**config.mk**
```make
export PLATFORM = sky130hd
export DESIGN_NAME = controlador_suma_multibyte
export DESIGN_NICKNAME = d
export VERILOG_FILES = /design/src/rtl/controlador_suma_multibyte.sv
export SDC_FILE = /design/constraint.sdc
export NUM_CORES = 1
export LEC_CHECK = 0
export BUFFER_PORTS_ARGS = -buffer_cell sky130_fd_sc_hd__clkbuf_2
export CELL_PAD_IN_SITES_DETAIL_PLACEMENT = 0
export CELL_PAD_IN_SITES_GLOBAL_PLACEMENT = 1
export CORE_AREA = 2 2 109 111
export CTS_CLUSTER_SIZE = 28
export DETAILED_ROUTE_END_ITERATION = 12
export DIE_AREA = 0 0 111 113
export PLACE_DENSITY = 0.83
export SLEW_MARGIN = 40
export SYNTH_ARGS = -nofsm -noshare
export SYNTH_HDL_FRONTEND = slang
export SYNTH_SLANG_ARGS = --single-unit
export TNS_END_PERCENT = 10
```
**constraint.sdc**
```tcl
create_clock -name reloj -period 2.6 [get_ports reloj]
set_clock_uncertainty 0.1 [all_clocks]
set_input_delay 0.26 -clock reloj [delete_from_list [all_inputs] [get_ports reloj]]
set_output_delay 0.26 -clock reloj [all_outputs]
set_load 0.02 [all_outputs]
```
**src/rtl/controlador_suma_multibyte.sv**
```systemverilog
// Byte-serial multi-byte add/subtract sequencer driving one shared external 8-bit adder.
// Processes one byte per clock, LSB first. The carry is chained through a register between bytes.
module controlador_suma_multibyte #(
    parameter int NUM_BYTES = 4
) (
    input  logic                     reloj,
    input  logic                     reinicio,
    input  logic                     inicio,
    input  logic                     resta,
    input  logic                     acarreo_entrada,
    input  logic [8*NUM_BYTES-1:0]   operandoA,
    input  logic [8*NUM_BYTES-1:0]   operandoB,
    output logic                     listo,
    output logic                     valido,
    output logic [8*NUM_BYTES-1:0]   resultado,
    output logic                     acarreo_salida,
    output logic                     desbordamiento,
    output logic [7:0]               sum_a,
    output logic [7:0]               sum_b,
    output logic                     sum_cin,
    input  logic [7:0]               sum_suma,
    input  logic                     sum_cout
);

    localparam int IDX_W = (NUM_BYTES > 1) ? $clog2(NUM_BYTES) : 1;
    localparam logic [IDX_W-1:0] ULTIMO = IDX_W'(NUM_BYTES - 1);

    typedef enum logic [1:0] {
        REPOSO  = 2'd0,
        SUMANDO = 2'd1,
        HECHO   = 2'd2
    } estado_t;

    estado_t                       state_q, state_d;
    logic [IDX_W-1:0]              idx_q, idx_d;
    logic                          carry_q, carry_d;
    logic [NUM_BYTES-1:0][7:0]     res_q, res_d;
    logic                          cout_q, cout_d;
    logic                          ovf_q, ovf_d;
    logic [NUM_BYTES-1:0][7:0]     a_q, a_d;
    logic [NUM_BYTES-1:0][7:0]     b_q, b_d;
    logic                          resta_q, resta_d;

    // Adder bus is forced to zero whenever no byte is in flight.
    always_comb begin
        sum_a   = '0;
        sum_b   = '0;
        sum_cin = 1'b0;
        if (state_q == SUMANDO) begin
            sum_a   = a_q[idx_q];
            sum_b   = b_q[idx_q] ^ {8{resta_q}};
            sum_cin = carry_q;
        end
    end

    always_comb begin
        state_d = state_q;
        idx_d   = idx_q;
        carry_d = carry_q;
        res_d   = res_q;
        cout_d  = cout_q;
        ovf_d   = ovf_q;
        a_d     = a_q;
        b_d     = b_q;
        resta_d = resta_q;
        case (state_q)
            REPOSO: begin
                if (inicio) begin
                    state_d = SUMANDO;
                    a_d     = operandoA;
                    b_d     = operandoB;
                    resta_d = resta;
                    // Subtraction is A + ~B + 1, so a zero borrow-in becomes carry-in 1.
                    carry_d = acarreo_entrada ^ resta;
                    idx_d   = '0;
                end
            end
            SUMANDO: begin
                res_d[idx_q] = sum_suma;
                carry_d      = sum_cout;
                idx_d        = idx_q + IDX_W'(1);
                if (idx_q == ULTIMO) begin
                    state_d = HECHO;
                    idx_d   = '0;
                    cout_d  = sum_cout;
                    ovf_d   = (sum_a[7] == sum_b[7]) & (sum_suma[7] != sum_a[7]);
                end
            end
            HECHO: begin
                state_d = REPOSO;
            end
            default: begin
                state_d = REPOSO;
            end
        endcase
    end

    always_ff @(posedge reloj) begin
        if (reinicio) begin
            state_q <= REPOSO;
            idx_q   <= '0;
            carry_q <= 1'b0;
            res_q   <= '0;
            cout_q  <= 1'b0;
            ovf_q   <= 1'b0;
        end else begin
            state_q <= state_d;
            idx_q   <= idx_d;
            carry_q <= carry_d;
            res_q   <= res_d;
            cout_q  <= cout_d;
            ovf_q   <= ovf_d;
        end
    end

    // Operand latches are only meaningful after acceptance and need no reset.
    always_ff @(posedge reloj) begin
        a_q     <= a_d;
        b_q     <= b_d;
        resta_q <= resta_d;
    end

    assign listo          = (state_q == REPOSO);
    assign valido         = (state_q == HECHO);
    assign resultado      = res_q;
    assign acarreo_salida = cout_q;
    assign desbordamiento = ovf_q;

endmodule

```
======== Word-level counts from Yosys, hierarchy flattened ========
Cells that the tools add are included.
storage, ports and cells
  output and inout port bits .............. 53
  logic and storage cells ................. 56
  input bits .............................. 78
  register bits after elaboration ......... 104
cells by class
  eq/ne operators ......................... 7
  mux-type cells .......................... 18
  bitwise operators ....................... 3
  $lt $le $gt $ge ......................... 2
  add/sub/neg operators ................... 1
  reductions and logical operators ........ 7
operators by type and width
  cell                                                               count
  2-to-1 mux 8 bit                                                   5
  binary-select mux 8 bit (select 2 bit)                             2
  bitwise mux 32 bit                                                 1
  demux 8 bit (select 2 bit)                                         1
  2-to-1 mux 2 bit                                                   4
  one-hot mux 2 bit (2 select lines)                                 2
  AND reduction 2 bit                                                4
  bitwise XOR 8 bit                                                  1
  == test 2 bit, second input constant                               2
  < comparator 2 x 3 -> 1 bit, second input constant                 1
  adder 2 x 1 -> 2 bit, second input constant                        1
  == test 2 x 1 -> 1 bit, second input constant                      1
  greater-or-equal comparator 2 x 1 -> 1 bit, second input constant  1
  logical NOT 2 bit                                                  1
  2-to-1 mux 1 bit                                                   2
  inequality test 2 x 1 -> 1 bit, second input constant              1
  inequality test 2 bit, second input constant                       1
  one-hot mux 1 bit (2 select lines)                                 1
  nonzero test 2 bit                                                 1
  AND 1 bit                                                          1
  == test 1 bit                                                      1
  logical AND 1 bit                                                  1
  inequality test 1 bit                                              1
  bitwise XOR 1 bit                                                  1

======== Longest topological paths before layout ========
  word-level depth ........................ 6
  depth in mapped cells ................... 8
  depth with buffers taken out ............ 5

======== Worst setup path before layout ========
Ideal clock, no wire load.
  path type ............................... register to register
  from .................................... register state_q[0]
  to ...................................... register a_q[0] (netlist bit), enable pin
  setup time .............................. 0.430 ns
  arrival ................................. 2.280 ns
  data required time ...................... 2.070 ns
  clock period less this slack ............ 2.810 ns
  setup slack ............................. -0.210 ns
  buffers on the path ..................... 0
  cell stages (with the launch flop) ...... 3
  path through ............................ dfxtp_1 nor2_1 and2_1
between the ends
  longest elaborated chain between the ends .. 2
RTL lines
  item                           RTL line  source
  start, declared                34        estado_t state_q, state_d;
  start signal, assigned         107       state_q <= state_d;
  logical NOT 2 bit              -
  via listo                      13        output logic listo,
  AND reduction 2 bit (no line)  -
  end signal, assigned           118       a_q <= a_d;
  end, declared                  40        logic [NUM_BYTES-1:0][7:0] a_q, a_d;
The timed path passes the listed nets, and every way through them passes these cells.
A chain may end at the register's enable or synchronous reset.

======== Worst setup path after layout ========
  from .................................... register idx_q[0]
  to ...................................... output port sum_b[4]
between the ends
  longest elaborated chain between the ends .. 4
RTL lines
  item                                    RTL line  source
  start, declared                         35        logic [IDX_W-1:0] idx_q, idx_d;
  start signal, assigned                  108       idx_q <= idx_d;
  binary-select mux 8 bit (select 2 bit)  51        sum_b = b_q[idx_q] ^ {8{resta_q}};
  2-to-1 mux 8 bit (not written as such)  51
  bitwise XOR 8 bit                       51
  2-to-1 mux 8 bit                        49        if (state_q == SUMANDO) begin
  end, declared                           19        output logic [7:0] sum_b,
No other way between the ends. The select of a mux whose other input is x is not followed.

==> impl_metrics.toml <==
[run_status]
status = "complete, no violations"

[timing]
fmax_mhz = 415
relSlewSlack_pct = 55.8
final_hold_viol_count = 0
fin_crit_ns = 2.41
timing.final.crit_share_pct = 92.6
setup-tns-final_ns = 0
tightest_slew_ns = 0.662
grt_setup_unrepaired = "false"
setup_slack_ns = 0.193
drv_slew = 0
setup_violations = 0

[grt]
top_usage_layer = "met2"
met2_usage_pct = 28.4
grt_pass1_vias = 3153
use_met1_pct = 19.5
use_met3_pct = 6.05
grt_max_degree = 66
track_usage_pct = 16.5
grt_pass1_wl_mm = 16.0
overflow = 0
antenna_found_initial = 0

[clocking]
cts_resized = 0
ctsLongestPathBuffers = 2
clk_latency_ns = 0.33
cts_tree = "yes"
cts_buffers = 9
clk_pin_slew_ns = 0.07
cts_setup_buffers = 0
cts.htree.levels = 3
clk_root_buffer_cell = "clkbuf_16"
cts_hold_buf = 55
clkSinkCount = 104

[pwr]
p_sw_share_pct = 22.6
clock_power_share_pct = 38.6
p_comb_share_pct = 11.6
vdd_drop_max_uv = 397
power_switching_uw = 851
p_int_mw = 2.92
seqPwrFrac_pct = 49.8
leakagePower_nw = 2.30
total_power_mw = 3.77
power_density_nw_per_um2 = 652

[floorplan]
die-area_um2 = 12500
num_io_pins = 131
die_y_um = 113
row_count = 39
floorplan.initialDensity_pct = 35.8
design.core.area_um2 = 11300
die_w_um = 111

[synth]
synth_nets = 379
synth-edff-count = 65
yosysSeqAreaShare_pct = 67.7
netlist.area_leader.share_pct = 48.4
netlist_area_um2 = 4040
yosysTopAreaCell = "edfxtp_1"
ys.flop_type = "edfxtp_1"
synth_commonest_cells = "65 x edfxtp_1, 46 x nand2_1, 39 x dfxtp_1"
yosys.cell_types.count = 26
netlist_instances = 297
ys.warnings.count = 0
avgSynthCellArea_um2 = 13.6
ys_ff_latch = 104
synthTopCellsByArea = "edfxtp_1 48%, dfxtp_1 19%, mux4_2 5.0%"
yosysMostFrequentCell = "edfxtp_1"
async_reset_ff_share_pct = 0

[finish]
layout.nets = 568
final_layout_size_suffix_gt1_share_pct = 33.6
areaGrowthSynthToFinish_pct = 43.1
num_antenna_cells = 0

[critical_path]
path_class = "flip-flop to primary output"
reg2reg_to = "resultado[13]$_SDFFE_PP0P_"
worst_r2r_path_depth = 6
required_ns = 2.24
worst_setup_path_start_kind = "flip-flop"
r2r_start = "idx_q[1]$_SDFFE_PP0P_"
cp-end-kind = "primary output"
crit_arrival_ns = 2.05
cp_max_fo = 14
r2r_setup_slack_ns = 0.52

[placement]
io_buffers = 130
dp_hpwl_mm = 6.35
place_congestion = 0.803
dpl_worst_slack_ns = 0.509

[detailed_routing]
drt_pass1_iterations = 4
wl_per_cell_um = 15.7
vias = 3048
routed_wl_mm = 9.98
drc_errors = 0
via_per_inst = 4.81
ant_nets = 0
dr.first_iter.drc_count = 234

[hold_path]
hold_start = "operandoA[10]"
whs_path_depth = 1
whs_endpoint = "a_q[10]$_DFFE_PP_"
min_path_type = "primary input to flip-flop"

[job]
max_cap_viol_count = 0
## how the worst max path moves through the flow
stage,start,end,slack [ns],cells past startpoint
floorplan,state_q[0]$_SDFFE_PP0P_,a_q[0]$_DFFE_PP_,0.48,2
global placement,idx_q[1]$_SDFFE_PP0P_,resultado[15]$_SDFFE_PP0P_,0.57,6
detailed placement,idx_q[1]$_SDFFE_PP0P_,resultado[13]$_SDFFE_PP0P_,0.51,6
CTS,idx_q[1]$_SDFFE_PP0P_,sum_a[0],0.19,4
global route,idx_q[0]$_SDFFE_PP0P_,sum_b[4],0.07,5
finish,idx_q[0]$_SDFFE_PP0P_,sum_b[4],0.19,5
## kinds of logic (layout without fill, tap and decap cells)
group           after synthesis  after routing  synth area share [%]
compound gates               40             40                  5.30
xor+xnor                      9              9                  2.14
fa+ha+maj                     4              4                  1.24
buf+inv                      20            214                  2.29
flops                       104            104                  67.7
mux                          17             17                  9.83
simple gates                103            103                  11.5
## area by class of cell
class,instances,area (um^2)
clock buffer,9,225
clock inverter,7,103
fill,946,5500
inverter,3,11.3
multi-input combinational,173,1210
sequential,104,2730
tap,143,179
timing repair buffer,195,1310
## power groups by stage
| stage | combinational, mW | clock [mW] | sequential [mW] |
|---|---|---|---|
| floorplan | 0.210 | 0 | 1.91 |
| global placement | 0.358 | 0 | 1.91 |
| detailed placement | 0.368 | 0 | 1.91 |
| CTS | 0.432 | 1.49 | 1.88 |
| global route | 0.475 | 1.55 | 1.88 |
| finish | 0.438 | 1.45 | 1.88 |
## through the flow
step	std cells	utilization (%)	cell area [um^2]	hold WS, ns
final	634	51.2	5770	0.00838
after global routing	634	51.2	5770	0.00155
after CTS	631	50.9	5740	0.000298
after detailed placement	560	43.2	4860	0.339
after global placement	560	43.2	4860	0.336
after floorplan	297	-	4040	0.244
## registers in the layout, indices dropped and copies added, names as in the netlist
signal and cells:
acarreo_salida 1, a_q 32, desbordamiento 1, state_q 2, b_q 32, resta_q 1, carry_q 1, idx_q 2
resultado 32
## cell usage in the layout (no fill, tap or decap), types with 2 or more instances in the layout
master,count
nand2_1,46
nand3_1,24
nand2b_1,3
bufinv_16,2
ha_1,4
nor2b_1,2
buf_4,5
a21oi_1,35
buf_12,2
clkbuf_16,9
inv_1,3
dlygate4sd3_1,58
mux4_2,9
clkbuf_2,130
nor2_1,14
dfxtp_1,39
edfxtp_1,65
nor3_1,2
xnor2_1,7
a22oi_1,2
clkinv_4,2
and2_1,9
mux4_1,7
## critical path: stages, from the launching register on
cell      delay, ns
dfxtp_1        0.33
buf_4          0.25
mux4_1         0.60
xnor2_1        0.14
nor2_1         0.18
clkbuf_2       0.21
## routing by layer
metal,vias up,part of all wire (%)
li1,1458,-
met5,-,0
met1,1434,40
met3,9,9.8
met4,0,1.0
met2,147,49
Power figures use the tool's default switching activity.
